<file path="config.mk">
export PLATFORM = sky130hd
export DESIGN_NAME = fsm
export DESIGN_NICKNAME = d
export VERILOG_FILES = /design/src/rtl/fsm.sv
export SDC_FILE = /design/constraint.sdc
export NUM_CORES = 1
export LEC_CHECK = 0
export ABC_AREA = 0
export CAP_MARGIN = 20
export CORE_AREA = 2 2 39 41
export CTS_CLUSTER_SIZE = 30
export DETAILED_ROUTE_END_ITERATION = 10
export DIE_AREA = 0 0 41 43
export PLACE_DENSITY_LB_ADDON = 0.25
export REMOVE_ABC_BUFFERS = 1
export SLEW_MARGIN = 25
export SYNTH_ARGS = -nofsm -noshare
export SYNTH_HDL_FRONTEND = slang
export SYNTH_SLANG_ARGS = --single-unit
</file>
<file path="constraint.sdc">
create_clock -name clk -period 1.4 [get_ports clk]
set_input_delay 0.28 -clock clk [delete_from_list [all_inputs] [get_ports clk]]
set_output_delay 0.28 -clock clk [all_outputs]
set_load 0.03 [all_outputs]
</file>
<file path="src/rtl/fsm.sv">
// Vending machine control FSM. It watches the running credit and the front-panel
// buttons, then drives the panel indicators. The state and all outputs are registered.
module fsm #(
    parameter int PRICE_ONE = 5,
    parameter int PRICE_TWO = 10,
    parameter int VAL_W     = 10
) (
    input  logic             clk,
    input  logic             reset,
    input  logic             cancle_flag,
    input  logic [VAL_W-1:0] coin_val,
    input  logic             get_ind,
    input  logic             buy_flag,
    output logic             op_start,
    output logic             light,
    output logic             light_one,
    output logic             light_two,
    output logic             hold_ind,
    output logic             not_enough
);

    typedef enum logic [2:0] {
        ST_OFF    = 3'd0,
        ST_READY  = 3'd1,
        ST_COIN   = 3'd2,
        ST_BUY    = 3'd3,
        ST_RETURN = 3'd4
    } state_t;

    // Prices are brought to the width of coin_val. The thresholds then compare unsigned at full width.
    localparam logic [VAL_W-1:0] P_ONE = PRICE_ONE[VAL_W-1:0];
    localparam logic [VAL_W-1:0] P_TWO = PRICE_TWO[VAL_W-1:0];

    state_t r_state;
    state_t w_next;

    logic r_op_start;
    logic r_light;
    logic r_light_one;
    logic r_light_two;
    logic r_hold_ind;
    logic r_not_enough;

    logic w_close;
    logic w_credit;
    logic w_ge_one;
    logic w_ge_two;
    logic w_op_start;
    logic w_light;
    logic w_light_one;
    logic w_light_two;
    logic w_hold_ind;
    logic w_not_enough;

    assign w_close  = cancle_flag | get_ind;
    assign w_credit = |coin_val;
    assign w_ge_one = (coin_val >= P_ONE);
    assign w_ge_two = (coin_val >= P_TWO);

    // Next state: a close request (cancel or collect) wins, then buy, then credit.
    always_comb begin
        // NOTE: a default is assigned before the case. Every path then assigns w_next, so no latch is inferred.
        w_next = ST_READY;
        unique case (r_state)
            ST_OFF:    w_next = ST_READY;
            ST_READY: begin
                if (w_close)       w_next = ST_READY;
                else if (buy_flag) w_next = ST_BUY;
                else if (w_credit) w_next = ST_COIN;
                else               w_next = ST_READY;
            end
            ST_COIN: begin
                if (w_close)        w_next = ST_RETURN;
                else if (buy_flag)  w_next = ST_BUY;
                else if (!w_credit) w_next = ST_READY;
                else                w_next = ST_COIN;
            end
            ST_BUY: begin
                if (w_close)        w_next = ST_RETURN;
                else if (!buy_flag) w_next = w_credit ? ST_COIN : ST_READY;
                else                w_next = ST_BUY;
            end
            ST_RETURN: begin
                if (!w_close && !w_credit) w_next = ST_READY;
                else                       w_next = ST_RETURN;
            end
            default:   w_next = ST_READY;
        endcase
    end

    // Output decode uses the next state and the coin_val sampled now, so the registered outputs track the same edge.
    always_comb begin
        w_op_start   = (w_next != ST_OFF);
        w_light      = 1'b0;
        w_light_one  = 1'b0;
        w_light_two  = 1'b0;
        w_hold_ind   = (w_next == ST_RETURN);
        w_not_enough = 1'b0;
        if (w_next == ST_COIN || w_next == ST_BUY) begin
            w_light     = w_credit;
            w_light_one = w_ge_one;
            w_light_two = w_ge_two;
        end
        if (w_next == ST_BUY) begin
            w_not_enough = !w_ge_one;
        end
    end

    // State and output registers. Reset low forces OFF and clears every indicator at once.
    always_ff @(posedge clk or negedge reset) begin
        if (!reset) begin
            r_state      <= ST_OFF;
            r_op_start   <= 1'b0;
            r_light      <= 1'b0;
            r_light_one  <= 1'b0;
            r_light_two  <= 1'b0;
            r_hold_ind   <= 1'b0;
            r_not_enough <= 1'b0;
        end else begin
            // NOTE: non-blocking assignments are used here. Every register updates from values sampled before the edge.
            r_state      <= w_next;
            r_op_start   <= w_op_start;
            r_light      <= w_light;
            r_light_one  <= w_light_one;
            r_light_two  <= w_light_two;
            r_hold_ind   <= w_hold_ind;
            r_not_enough <= w_not_enough;
        end
    end

    assign op_start   = r_op_start;
    assign light      = r_light;
    assign light_one  = r_light_one;
    assign light_two  = r_light_two;
    assign hold_ind   = r_hold_ind;
    assign not_enough = r_not_enough;

endmodule

</file>
==> reports/summary.txt, run 1 <==
RSZ-0062 raised after global routing: no
DP HPWL: 670 um
average size of a mapped cell: 11.1 um^2
GP Congestion: 0.731
worst hold slack: 310 ps
worst min-delay path class: in2async
detailed-router iteration count before antenna repair: 4
commonest non-fill, non-tap cells in the layout: dlygate4sd2_1, dfrtp_1, nor2_1, buf_4, clkdlybuf4s50_1
Synth top area share: 58.1%
Final period util: 97.0%
status: complete, no violations
Leak Pwr: 0.345 nW
ANT nets after route: 0
clk slew on worst S/H paths: 60 ps
largest net degree at the start of global routing: 10
DRT iter0 DRCs: 5
DRC Markers: 0
pre-CTS setup slack: -461 ps
chip width: 41 um
vias per std cell: 4.75
commonest non-fill, non-tap cell in the layout: dlygate4sd2_1
wire length of the first global-routing pass: 1.40 mm
min Tclk post-route: 1360 ps
Vias: 385
Layout Nets: 81
max_cap viols: 0
mapped cell area: 388 um^2
core area: 1380 um^2
clock net sink count: 9
Port Buffer Count: 20
fillers: 145
die area: 1760 um^2
Worst Path Required: 1540 ps
skew final: 1.65 ps
CTS HTree Levels: 1
Initial Utilization: 28.0%
share of cells above drive strength 1: 26.2%
area leader, netlist: dfrtp_1
CTS Buffer Depth: 2
Final Setup Violations: 0
nature of the critical path startpoint: primary input
ant diodes: 0
post-route cell area: 681 um^2
gate count of the mapped netlist: 35
max-slew violations: 0
total CTS buffers: 3
Worst Path Arrival: 1500 ps
Setup CP Type: in2reg
root buf cell: clkbuf_4
GR Util All Layers: 11.7%
Reg area: 225 um^2
grt total ovfl: 0
fin worst setup slack: 41.9 ps
final WL: 854 um
area delta synth->final: 75.5%
Pwr per Cell Area: 948 nW/um^2
synth warn: 0
top cells by area, synth: dfrtp_1, nor2_1, nor4_4
worst skew pair latency: 250 ps
hold buffers post-CTS: 0
vias in the first global route: 378
initial antenna violation count: 0
crit end category: register
row count: 14
Yosys reg bits: 9
Chip Height: 43 um
Hold Vio Cnt, Final: 0
Max IR drop VDD: 0.000336 V
Reg2Reg Depth: 3
IO Count: 21
f_max: 736 MHz
placed cell area: 631 um^2
CTS tree: built
Power, Total: 0.645 mW
sequential share of the synthesized area: 58.1%
routed len/inst: 10.5 um
multi-input gate area in the final layout: 178 um^2
worst-path fanout max: 3
Netlist cell types: 18
metrics by stage:
step	utilization (%)	std cells	setup TNS (ps)
after floorplan	-	35	0
after global placement	45.6	74	-2020
after detailed placement	45.6	74	-2200
after CTS	48.0	80	0
after global routing	49.2	81	0
final	49.2	81	0
state kept, by name (all words and copies together) (netlist names):
| name | cells |
|---|---|
| hold_ind | 1 |
| light | 1 |
| light_one | 1 |
| light_two | 1 |
| not_enough | 1 |
| op_start | 1 |
| r_state | 3 |
worst max-delay path: stages:
cell and delay [ps]:
dlygate4sd2_1 250, nor4_4 280, nand3_2 120, o311a_1 340, or2_1 230
Yosys cell counts:
cell type  count
and3_2         1
a21oi_1        1
a31oi_1        1
o311a_1        1
nor2_1         6
a211oi_1       1
nand3_2        1
dfrtp_1        9
and3_1         1
nor4_4         1
inv_1          1
or4_1          1
nor3b_1        1
o21ai_0        2
conb_1         1
nor3_1         3
or2_1          2
nor2b_1        1
final timing paths:
kind	startpoint	to	slack, ps
worst max-delay path	coin_val[6]	r_state[2]	40
worst min-delay path	reset	light_one	310
worst max register to register	r_state[2]	not_enough	190
worst min register to register	r_state[2]	light_one	650
max in group asynchronous	reset	hold_ind	820
min in group clk	coin_val[3]	light_two	460
logic make-up (layout without fill, tap and decap cells):
group | Yosys count | after routing | share of synthesized area, %
AND/OR/NAND/NOR | 18 | 18 | 30.0
flip-flops | 9 | 9 | 58.1
AO/OA/AOI/OAI | 6 | 6 | 10.0
other | 1 | 1 | 0.967
buffers and inverters | 1 | 31 | 0.967
layer usage:
layer	share of wire (%)	up-vias	routed length, um	global-route usage, %
met5	0	-	0	0
met3	5.7	2	49	3.14
met4	0.94	0	8	6.00
met1	41	179	350	12.2
met2	52	17	446	20.0
li1	-	187	-	-
report_power, final:
part / total [mW] / internal, mW / switching (mW) / leakage, nW
clock network: 0.191 / 0.105 / 0.0857 / 0.0177
registers: 0.301 / 0.288 / 0.0127 / 0.116
logic: 0.154 / 0.0711 / 0.0828 / 0.212
final cells by class:
| cell class | count | area share (%) |
|---|---|---|
| repair buffers | 26 | 33.3 |
| flip-flops and latches | 9 | 33.1 |
| multi-input cells | 25 | 26.1 |
| clock buffers | 3 | 3.31 |
| well taps | 16 | 2.94 |
| clock inverters | 1 | 0.735 |
| inverters | 1 | 0.551 |
repair_timing:
action / in CTS / in global routing
endpoints found under the setup margin: 9 / 4
pin swaps: 5 / 2
buffers inserted: 2 / 1
resized for setup: 19 / 2
Note: power is estimated with default switching activity, not from simulation.
==> run 2: changes to the inputs <==
DONT_BUFFER_PORTS = 1   (was not set)
==> reports/summary.txt, run 2 (same netlist as run 1, synthesis figures left out) <==
crit end category: register
detailed-router iteration count before antenna repair: 2 (-2)
M3 GR Usage: 1.57% (-1.6 points)
Power, Total: 0.582 mW (-9.7%)
post-route cell area: 452 um^2 (-34%)
register share of total power: 57.2% (+11 points)
GP Congestion: 0.689 (-5.7%)
IO Count: 21 (unchanged)
fillers: 152 (+4.8%)
Worst Path Required: 1600 ps (+60 ps)
status: complete, no violations
Reg2Reg Depth: 3 (unchanged)
worst skew pair latency: 260 ps (about the same)
Hold Vio Cnt, Final: 0 (unchanged)
Leak Pwr: 0.208 nW (-40%)
worst-path fanout max: 5 (+2)
reg-to-reg startpoint: r_state[2]
met2 usage: 15.3% (-4.7 points)
RR Endpoint: not_enough
ant diodes: 0 (unchanged)
routed len/inst: 13.0 um (+23%)
area delta synth->final: 16.5%
Max IR drop VDD: 0.000336 V (about the same)
Chip Height: 43 um (unchanged)
commonest non-fill, non-tap cells in the layout: dfrtp_1, nor2_1, nor3_1, clkbuf_4
clock share of power: 33.6% (+4.1 points)
core area: 1380 um^2 (unchanged)
share of cells above drive strength 1: 17.1% (-9.1 points)
Biggest register: r_state
vias in the first global route: 298 (-21%)
Psw: 0.160 mW (-12%)
total CTS buffers: 3 (unchanged)
final WL: 742 um (-13%)
GR Util All Layers: 10.4% (-1.3 points)
ANT nets after route: 0 (unchanged)
Setup CP Type: reg2reg
nature of the critical path startpoint: register
Critical Path Stages: 3 (-2)
wire length of the first global-routing pass: 1.15 mm (-18%)
worst min-delay path class: in2reg
Port Buffer Count: 0 (-100%)
RSZ-0062 raised after global routing: no
setup tns final: 0 ps (unchanged)
clk slew on worst S/H paths: 60 ps (about the same)
largest net degree at the start of global routing: 10 (unchanged)
Internal Pwr Total: 0.422 mW (-9.0%)
slowest stage delay, CP: 590 ps (+250 ps)
Worst Path Arrival: 1490 ps (about the same)
CTS Buffer Depth: 2 (unchanged)
combinational share of power: 9.2% (-15 points)
Vias: 292 (-24%)
Slowest cell on crit path: or4_1
clock net sink count: 9 (unchanged)
Final Setup Violations: 0 (unchanged)
Initial Utilization: 28.0% (unchanged)
worst hold path startpoint: buy_flag
DP HPWL: 597 um (-11%)
max reg flops: 3 (unchanged)
Worst path top cell family by delay: simple AND/OR/NAND/NOR gates
critical-path cell list: or4_1 > inv_1 > and3_1
Hold EP: r_state[1]
vias per std cell: 5.12 (+7.8%)
most crowded layer after global routing: met2
die area: 1760 um^2 (unchanged)
CTS HTree Levels: 1 (unchanged)
reg2reg setup slack: 110 ps (-80 ps)
placed cell area: 415 um^2 (-34%)
Buf/Inv on CP: 1 (unchanged)
Sw Ratio: 27.5% (-0.60 points)
PostCTS Resize Cnt: 0 (-19)
Final period util: 92.5% (-4.5 points)
grt total ovfl: 0 (unchanged)
DRC Markers: 0 (unchanged)
row count: 14 (unchanged)
min Tclk post-route: 1290 ps (-63.5 ps)
f_max: 772 MHz (+4.9%)
max-slew violations: 0 (unchanged)
commonest non-fill, non-tap cell in the layout: dfrtp_1
Layout Nets: 57 (-30%)
Pwr per Cell Area: 1290 nW/um^2 (+36%)
skew final: 8.14 ps (+6.49 ps)
CTS tree: built
chip width: 41 um (unchanged)
root buf cell: clkbuf_4
M1 GR Usage: 10.9% (-1.3 points)
max_cap viols: 0 (unchanged)
DRT iter0 DRCs: 4 (-1)
initial antenna violation count: 0 (unchanged)
Hold Path Cell Cnt: 2
-- run 2: layout make-up --
class,count,area [um^2],area share [%]
multi-input cells,25,159,35.2
flip-flops and latches,9,225,49.9
inverters,1,3.75,0.831
repair buffers,2,17.5,3.88
clock buffers,4,26.3,5.82
well taps,16,20.0,4.43
-- run 2: repair_timing --
| item | 4_1_cts | 5_1_grt |
|---|---|---|
| endpoints found under the hold margin | 9 | 0 |
| setup buffers | 0 | 0 |
| hold buffers | 1 | 0 |
-- run 2: power by group through the flow --
stage / logic (mW) / clock network [mW] / registers, mW
after detailed placement: 0.0466 / 0 / 0.339
after global routing: 0.0626 / 0.217 / 0.335
after floorplan: 0.0377 / 0 / 0.334
after CTS: 0.0540 / 0.202 / 0.333
final: 0.0536 / 0.195 / 0.333
after global placement: 0.0426 / 0 / 0.337
-- run 2: through the flow --
stage                     hold WS [ps]  utilization, %  setup WS, ps  cells
after floorplan                  -15.6               -          60.4     35
after global placement           -15.4            30.0          23.6     52
after detailed placement         -15.4            30.0         -9.08     52
after CTS                          172            32.6           102     57
after global routing               186            32.6          18.6     57
final                              177            32.6           105     57
-- run 2: layer usage --
metal	up-vias	wire length, um
li1	136	-
met1	133	258
met2	19	370
met3	4	78
met4	0	34
met5	-	0
-- run 2: worst max-delay path by stage --
stage | start | end | slack (ps)
floorplan | coin_val[6] | hold_ind | 60
global placement | coin_val[6] | hold_ind | 20
detailed placement | coin_val[6] | r_state[2] | -9
CTS | r_state[2] | not_enough | 100
global route | r_state[2] | not_enough | 20
finish | r_state[2] | not_enough | 110
